===== src/rtl/freq_meter.sv =====
// Measures period and high time of a slow asynchronous input in clk cycles.
// Reports one result per input period and pulses timeout when the input stalls.
module freq_meter #(
    parameter int CNT_W       = 24,
    parameter int TIMEOUT     = 1000000,
    parameter int SYNC_STAGES = 2
) (
    input  logic             clk,
    input  logic             rst,
    input  logic             en,
    input  logic             sig_in,
    output logic [CNT_W-1:0] period,
    output logic [CNT_W-1:0] high_time,
    output logic             valid,
    output logic             timeout,
    output logic             locked
);

    typedef enum logic [1:0] {
        IDLE,
        ARM,
        MEASURE
    } state_t;

    localparam logic [CNT_W-1:0] TIMEOUT_C = CNT_W'(TIMEOUT);
    localparam logic [CNT_W-1:0] ONE       = CNT_W'(1);

    logic [SYNC_STAGES-1:0] sync_q, sync_d;
    logic                   prev_q, prev_d;
    state_t                 state_q, state_d;
    logic [CNT_W-1:0]       cnt_q, cnt_d;
    logic [CNT_W-1:0]       hcnt_q, hcnt_d;
    logic [CNT_W-1:0]       period_q, period_d;
    logic [CNT_W-1:0]       high_q, high_d;
    logic                   valid_q, valid_d;
    logic                   timeout_q, timeout_d;
    logic                   locked_q, locked_d;
    logic                   s;
    logic                   rise;

    assign s    = sync_q[SYNC_STAGES-1];
    assign rise = s & ~prev_q;

    always_comb begin
        sync_d    = {sync_q[SYNC_STAGES-2:0], sig_in};
        prev_d    = s;
        state_d   = state_q;
        cnt_d     = cnt_q;
        hcnt_d    = hcnt_q;
        period_d  = period_q;
        high_d    = high_q;
        valid_d   = 1'b0;
        timeout_d = 1'b0;

        if (!en) begin
            state_d = IDLE;
            cnt_d   = '0;
            hcnt_d  = '0;
        end else begin
            case (state_q)
                IDLE: begin
                    state_d = ARM;
                    cnt_d   = '0;
                    hcnt_d  = '0;
                end
                ARM: begin
                    // A rise takes priority over an expiring count
                    if (rise) begin
                        state_d = MEASURE;
                        cnt_d   = ONE;
                        hcnt_d  = ONE;
                    end else if (cnt_q == TIMEOUT_C) begin
                        timeout_d = 1'b1;
                        cnt_d     = '0;
                        hcnt_d    = '0;
                    end else begin
                        cnt_d = cnt_q + ONE;
                    end
                end
                MEASURE: begin
                    if (rise) begin
                        period_d = cnt_q;
                        high_d   = hcnt_q;
                        valid_d  = 1'b1;
                        cnt_d    = ONE;
                        hcnt_d   = ONE;
                    end else if (cnt_q == TIMEOUT_C) begin
                        timeout_d = 1'b1;
                        state_d   = ARM;
                        cnt_d     = '0;
                        hcnt_d    = '0;
                    end else begin
                        cnt_d = cnt_q + ONE;
                        if (s) begin
                            hcnt_d = hcnt_q + ONE;
                        end
                    end
                end
                default: begin
                    state_d = IDLE;
                    cnt_d   = '0;
                    hcnt_d  = '0;
                end
            endcase
        end

        locked_d = (state_d == MEASURE);
    end

    always_ff @(posedge clk or posedge rst) begin
        if (rst) begin
            sync_q    <= '0;
            prev_q    <= 1'b0;
            state_q   <= IDLE;
            cnt_q     <= '0;
            hcnt_q    <= '0;
            period_q  <= '0;
            high_q    <= '0;
            valid_q   <= 1'b0;
            timeout_q <= 1'b0;
            locked_q  <= 1'b0;
        end else begin
            sync_q    <= sync_d;
            prev_q    <= prev_d;
            state_q   <= state_d;
            cnt_q     <= cnt_d;
            hcnt_q    <= hcnt_d;
            period_q  <= period_d;
            high_q    <= high_d;
            valid_q   <= valid_d;
            timeout_q <= timeout_d;
            locked_q  <= locked_d;
        end
    end

    assign period    = period_q;
    assign high_time = high_q;
    assign valid     = valid_q;
    assign timeout   = timeout_q;
    assign locked    = locked_q;

endmodule

===== config.mk =====
export PLATFORM = sky130hd
export DESIGN_NAME = freq_meter
export DESIGN_NICKNAME = d
export VERILOG_FILES = /design/src/rtl/freq_meter.sv
export SDC_FILE = /design/constraint.sdc
export NUM_CORES = 1
export LEC_CHECK = 0
export BUFFER_PORTS_ARGS = -buffer_cell sky130_fd_sc_hd__buf_2
export CORE_MARGIN = 3
export CORE_UTILIZATION = 40
export DETAILED_ROUTE_END_ITERATION = 10
export PLACE_DENSITY = 0.65
export RECOVER_POWER = 25
export SYNTH_ARGS = -nofsm -noshare
export SYNTH_HDL_FRONTEND = slang
export SYNTH_SLANG_ARGS = --single-unit

===== constraint.sdc =====
create_clock -name clk -period 3.9 [get_ports clk]
set_input_delay 0.39 -clock clk [delete_from_list [all_inputs] [get_ports clk]]
set_output_delay 0.39 -clock clk [all_outputs]
set_load 0.02 [all_outputs]

## Word level (Yosys, flattened, before mapping)

Index checks and enable logic that the tools add are counted.

- Eq/ne operators: 6
- Muxes and demuxes: 23
- Reductions and logical operators: 4
- $add $sub $neg: 2
- Bitwise operators: 2

Operators by type and width:

| cell | count |
|---|---|
| two-way mux 24 bit | 10 |
| adder 24 x 1 -> 24 bit (second input constant) | 2 |
| case mux 24 bit (2 select lines) | 1 |
| == test 24 x 20 -> 1 bit (second input constant) | 1 |
| two-way mux 2 bit | 4 |
| two-way mux 1 bit | 7 |
| case mux 2 bit (3 select lines) | 1 |
| inequality test 5 bit (second input constant) | 1 |
| == test 2 bit (second input constant) | 2 |
| inequality test 4 bit (second input constant) | 1 |
| AND reduction 3 bit | 1 |
| == test 2 x 1 -> 1 bit (second input constant) | 1 |
| logical NOT 2 bit | 1 |
| AND reduction 2 bit | 1 |
| OR reduction 2 bit | 1 |
| bitwise AND 1 bit | 1 |
| inverter 1 bit | 1 |

- Register bits: 104
- Logic and storage cells: 47

## Logic depth before layout (Yosys ltp)

- Depth in word-level cells: 6
- Depth in mapped cells: 10
- Depth with buffers taken out: 7

## Least setup slack after synthesis

Ideal clock, no wire load.

- Kind: register to register
- Start point: reg state_q[0]
- End point: reg hcnt_q[5]
- Required time: 3,834 ps
- Cell stages (with the launch flop): 9
- Path slack: 1,799 ps
- Data arrival time: 2,035 ps
- Setup time: 66 ps
- Cells stage by stage: dfrtp_1 -> inv_1 -> ha_1 -> buf_4 -> nor2b_1 -> o21ai_4 -> a221o_1 -> or4_1 -> nand2_1

- Longest elaborated chain between the ends: 3

Ends and longest elaborated chain:

| what | line | text |
|---|---|---|
| from (decl) | 30 | `state_t state_q, state_d;` |
| from (signal assigned) | 125 | `state_q <= state_d;` |
| == test 2 bit or == test 2 x 1 -> 1 bit (tied branches) | 60 | `case (state_q)` |
| inequality test 5 bit (no source line), or another cell as far along | - |  |
| AND reduction 2 bit (no source line) or two-way mux 24 bit (tied branches) | - |  |
| to (signal assigned) | 127 | `hcnt_q <= hcnt_d;` |
| to (decl) | 32 | `logic [CNT_W-1:0] hcnt_q, hcnt_d;` |

Parallel ways exist; a longest one is shown, timed or not.
A chain may end at the register's enable or synchronous reset.

## Worst setup path in the final report

- Start point: reg state_q[0]
- End point: reg hcnt_q[12]

The elaborated chain is that of the path after synthesis.

==> impl_summary.md <==
Synth
After synthesis, the cell types taking the most area are sky130_fd_sc_hd__dfrtp_1, sky130_fd_sc_hd__mux2_2, sky130_fd_sc_hd__xor2_1, sky130_fd_sc_hd__nor2_1, sky130_fd_sc_hd__nand3_1. The share of the Yosys chip area taken by registers is 0.545. The share of synthesized area in the top cell type comes to 0.545. The synthesized instance count is 416. Yosys printed 0 warnings.

Yosys mapped a number of flops with a built-in enable equal to 0. Yosys mapped the design onto 48 distinct sky130hd cell types. Summing every instance area after synthesis gives 0.00478 mm².

Of all cell types, the one taking the most synthesized area is sky130_fd_sc_hd__dfrtp_1. Each instance of the synthesized netlist takes up on average 11.5 µm². The number of nets in the synthesized netlist is 427. After synthesis, the share of flip-flops with an asynchronous set or reset is 1.00. Among all flip-flop cells after synthesis, the most frequent one is sky130_fd_sc_hd__dfrtp_1. The synthesized design contains 104 register bits.

Pwr
The total power divided by cell area is 398 mW/mm². The power share of the clock group is 0.467. The portion of total power attributed to sequential cells is 0.497.

The fraction of power spent switching nets is 0.205. Internal power comes to 0.00174 W. The power dissipated by switching net loads is 0.000448 W. The largest vdd supply drop is 0.392 mV. In this run the static leakage power is 2.61 nW. The share of power burned in combinational logic is 0.036.

STA
Setup violations remaining at the end of the flow were counted as 0. The final-report max-slew violation count is 0. For this run, the top clock speed supported by timing is 375 MHz. The worst path needs 2670 ps of the cycle, external delays included. For the pin with the worst max-slew slack, the measured transition is 1440 ps.

Measured against its own limit, the worst slew margin works out to 0.0411. The final hold violation count is 0. Setup repair after global routing left no endpoint under its margin. The final setup skew is 5.04 ps. Dividing the final minimum period by the clock period gives 0.684. Adding up every negative setup slack in the final design gives 0 ps.

Place
At the end of routability-driven placement, the weighted congestion stood at 0.768. Port buffering added 54 buffers. The HPWL after detailed placement is 6.62 mm.

Clocking
The CTS buffer count is 9. The largest buffer count on any clock path is 2. The cts-stage hold buffer count is 0.

The clock input transition at the sequential cells of the worst setup and hold paths is 70 ps. The clock sink total is 104. The later pin in the worst-skew pair is clocked with a latency of 350 ps. The tree is rooted in a sky130_fd_sc_hd__clkbuf_16. The clock tree synthesis step divided the H-tree into 3 levels. The setup fix buffers added after clock tree synthesis is 0. The CTS tree is yes. The post-cts resize count is 0.

Global routing
The remaining global-route overflow is 0. The initial antenna violation count was 0. The global-route wire length before repair is 16.4 mm. The number of global-route vias before repair is 3376. The pin count of the biggest net entering global routing is 51.

The total global-route track usage is 0.156.

Critical path
The number of cells on the worst reg-to-reg path is 7. The endpoint arrival time on the critical path is 2940 ps. The start point of the critical path is state_q[0]$_DFF_PP0_. The startpoint of the worst register-to-register path is state_q[0]$_DFF_PP0_.

The largest individual stage delay along the critical path comes from the cell sky130_fd_sc_hd__a211oi_4. The nature of the critical path endpoint is a register. STA puts the critical path data required time at 4170 ps.

For this run, the slowest stage of the critical path takes 920 ps. The category of the most critical setup path is reg2reg. In this run the worst path has a maximum fanout of 36. The critical path goes through inv_1 > ha_1 > nor2b_1 > o21ai_4 > a211oi_4 > or4_1 > mux2i_1. STA classifies the critical path startpoint as a register.

Floorplanning
For this design the top-level I/O count stands at 55. The floorplan has 39 rows. The die covers 0.0133 mm². The effective utilization at floorplan is 0.413. After floorplanning, the core was sized to cover 0.0116 mm². Measured along the x axis, the die boundary spans 115 µm. The floorplan step set the die height to 115 µm.

Routing
For this block, the routed nets add up to 9.39 mm of wire. The number of detailed-route iterations in the first pass is 4. Dividing the detail-routed wire length by the instance count gives 15.3 µm. For this run, design rule violations remaining after detail routing come to 0. The mean number of vias per cell is 5.37. The routed via count is 3295.

In this run, the number of DRC markers left after iteration 0 of detailed routing was 182. In this run the remaining antenna-violating nets after routing total 0.

Worst hold path
The worst hold path cell count is 1. In this run the worst hold path is classified as in2reg. The start point of the worst min-delay path is sig_in.

Layout
The multi-input combinational cells in the finished layout cover a total of 0.00206 mm². The final core utilization is 0.476. The area added between synthesis and finish is 15.3%. After filler insertion, the fill cell instance count of the layout stands at 1094. The fraction of layout instances using a drive strength above 1 is 0.272. 0 antenna diodes ended up in the layout. The net count of the finished layout is 478. Registers take 0.00260 mm².

Outcome
The run finished with clean final reports.

Job
Across the run, the number of max-cap violations was 0.
[final cells by class]
class                   count  area share
flip-flops and latches    104       0.473
inverters                   8     0.00568
multi-input cells         286       0.373
clock buffers              10      0.0434
clock inverters             5      0.0191
repair buffers             58      0.0534
well taps                 143      0.0325
[per-stage QoR]
step | instances | instance area (µm²) | hold slack, ps | total power, W | setup WS (ps)
floorplan | 416 | 4780 | 331 | 0.00117 | 778
global placement | 599 | 5170 | 361 | 0.00119 | 1370
detailed placement | 599 | 5170 | 361 | 0.00119 | 1220
CTS | 614 | 5520 | 26.6 | 0.00222 | 1210
global route | 614 | 5510 | 136 | 0.00228 | 934
finish | 614 | 5510 | 146 | 0.00219 | 1230
[cells in the mapped netlist (2+ instances only)]
| cell | number |
|---|---|
| sky130_fd_sc_hd__o21a_1 | 2 |
| sky130_fd_sc_hd__and3_1 | 9 |
| sky130_fd_sc_hd__buf_6 | 2 |
| sky130_fd_sc_hd__or4_1 | 12 |
| sky130_fd_sc_hd__xor2_1 | 16 |
| sky130_fd_sc_hd__and4_1 | 6 |
| sky130_fd_sc_hd__nor3b_1 | 2 |
| sky130_fd_sc_hd__nand3_1 | 23 |
| sky130_fd_sc_hd__inv_1 | 8 |
| sky130_fd_sc_hd__nand4_1 | 13 |
| sky130_fd_sc_hd__dfrtp_1 | 104 |
| sky130_fd_sc_hd__nor4_1 | 4 |
| sky130_fd_sc_hd__nand2_1 | 25 |
| sky130_fd_sc_hd__mux2i_1 | 4 |
| sky130_fd_sc_hd__o21ai_0 | 10 |
| sky130_fd_sc_hd__o211ai_1 | 4 |
| sky130_fd_sc_hd__clkbuf_1 | 10 |
| sky130_fd_sc_hd__nor3_1 | 5 |
| sky130_fd_sc_hd__xnor2_1 | 7 |
| sky130_fd_sc_hd__buf_2 | 4 |
| sky130_fd_sc_hd__nor2b_1 | 2 |
| sky130_fd_sc_hd__o31ai_1 | 7 |
| sky130_fd_sc_hd__nor2_1 | 35 |
| sky130_fd_sc_hd__mux2_2 | 46 |
| sky130_fd_sc_hd__nand2b_1 | 6 |
| sky130_fd_sc_hd__ha_1 | 7 |
| sky130_fd_sc_hd__or3_1 | 6 |
| sky130_fd_sc_hd__a21oi_1 | 17 |
[power groups by stage]
| stage | Sequential, W | Clock [W] | Combinational, W |
|---|---|---|---|
| 2_1_floorplan | 0.00111 | 0 | 0.0000604 |
| 3_3_place_gp | 0.00111 | 0 | 0.0000786 |
| 3_5_place_dp | 0.00111 | 0 | 0.0000817 |
| 4_1_cts | 0.00109 | 0.00105 | 0.0000822 |
| 5_1_grt | 0.00109 | 0.00110 | 0.0000902 |
| 6_report | 0.00109 | 0.00102 | 0.0000782 |
[per-layer routing]
layer | part of all wire | track usage | vias to the layer above
met1 | 0.44 | 0.195 | 1640
met2 | 0.52 | 0.265 | 50
met4 | 0.0090 | 0.0415 | 0
li1 | - | - | 1597
met5 | 0 | 0 | -
met3 | 0.036 | 0.0442 | 8
[final timing paths]
check                                             to  slack [ps]
max                           hcnt_q[12]$_DFFE_PP0P_        1230
min                              sync_q[0]$_DFF_PP0_         150
max reg2reg                   hcnt_q[12]$_DFFE_PP0P_        1230
min reg2reg                      sync_q[1]$_DFF_PP0_         380
max in group asynchronous        cnt_q[21]$_DFF_PP0_        1750
min in group asynchronous  high_time[18]$_DFFE_PP0P_         300
[layout by cell type, fill, tap and decap left out, types with 2 or more instances in the layout]
cell type | Yosys | routed
sky130_fd_sc_hd__ha_1 | 7 | 7
sky130_fd_sc_hd__or3_1 | 6 | 6
sky130_fd_sc_hd__mux2_2 | 46 | 46
sky130_fd_sc_hd__nor3_1 | 5 | 5
sky130_fd_sc_hd__mux2i_1 | 4 | 4
sky130_fd_sc_hd__nor3b_1 | 2 | 2
sky130_fd_sc_hd__o21a_1 | 2 | 2
sky130_fd_sc_hd__o21ai_0 | 10 | 10
sky130_fd_sc_hd__or4_1 | 12 | 12
sky130_fd_sc_hd__nand4_1 | 13 | 13
sky130_fd_sc_hd__dfrtp_1 | 104 | 104
sky130_fd_sc_hd__bufinv_16 | 0 | 3
sky130_fd_sc_hd__and3_1 | 9 | 9
sky130_fd_sc_hd__clkbuf_16 | 0 | 9
sky130_fd_sc_hd__xnor2_1 | 7 | 7
sky130_fd_sc_hd__clkinvlp_4 | 0 | 2
sky130_fd_sc_hd__nand2b_1 | 6 | 6
sky130_fd_sc_hd__o211ai_1 | 4 | 4
sky130_fd_sc_hd__nand2_1 | 25 | 25
sky130_fd_sc_hd__buf_4 | 1 | 2
sky130_fd_sc_hd__o31ai_1 | 7 | 7
sky130_fd_sc_hd__and4_1 | 6 | 6
sky130_fd_sc_hd__xor2_1 | 16 | 16
sky130_fd_sc_hd__a21oi_1 | 17 | 17
sky130_fd_sc_hd__inv_1 | 8 | 7
sky130_fd_sc_hd__buf_2 | 4 | 54
sky130_fd_sc_hd__nor4_1 | 4 | 4
sky130_fd_sc_hd__nand3_1 | 23 | 22
sky130_fd_sc_hd__nor2_1 | 35 | 35
sky130_fd_sc_hd__nor2b_1 | 2 | 2
[flip-flops by register name (all words and copies together) (netlist names)]
| signal | flops |
|---|---|
| cnt_q | 24 |
| hcnt_q | 24 |
| high_time | 24 |
| locked | 1 |
| period | 24 |
| prev_q | 1 |
| state_q | 2 |
| sync_q | 2 |
| timeout | 1 |
| valid | 1 |
[worst max-delay path, delay by kind of cell, from the launching register on]
kind	cells	cell delay, ps
flip-flops	1	400
adder cells (fa/ha/maj)	1	310
multiplexers	1	180
AO/OA/AOI/OAI	2	1030
buffers and inverters	1	110
AND/OR/NAND/NOR	2	550
[logic make-up (layout without fill, tap and decap cells)]
group	count (synthesis)	after routing	share of synthesized area
AOI/OAI and AO/OA	49	49	0.0689
xor gates and xnor gates	23	23	0.0422
muxes	50	50	0.117
adders and majority gates	7	7	0.0183
buffers and inverters	26	81	0.0254
DFF	104	104	0.545
and+or+nand+nor	157	157	0.183
Power figures use the tool's default switching activity.
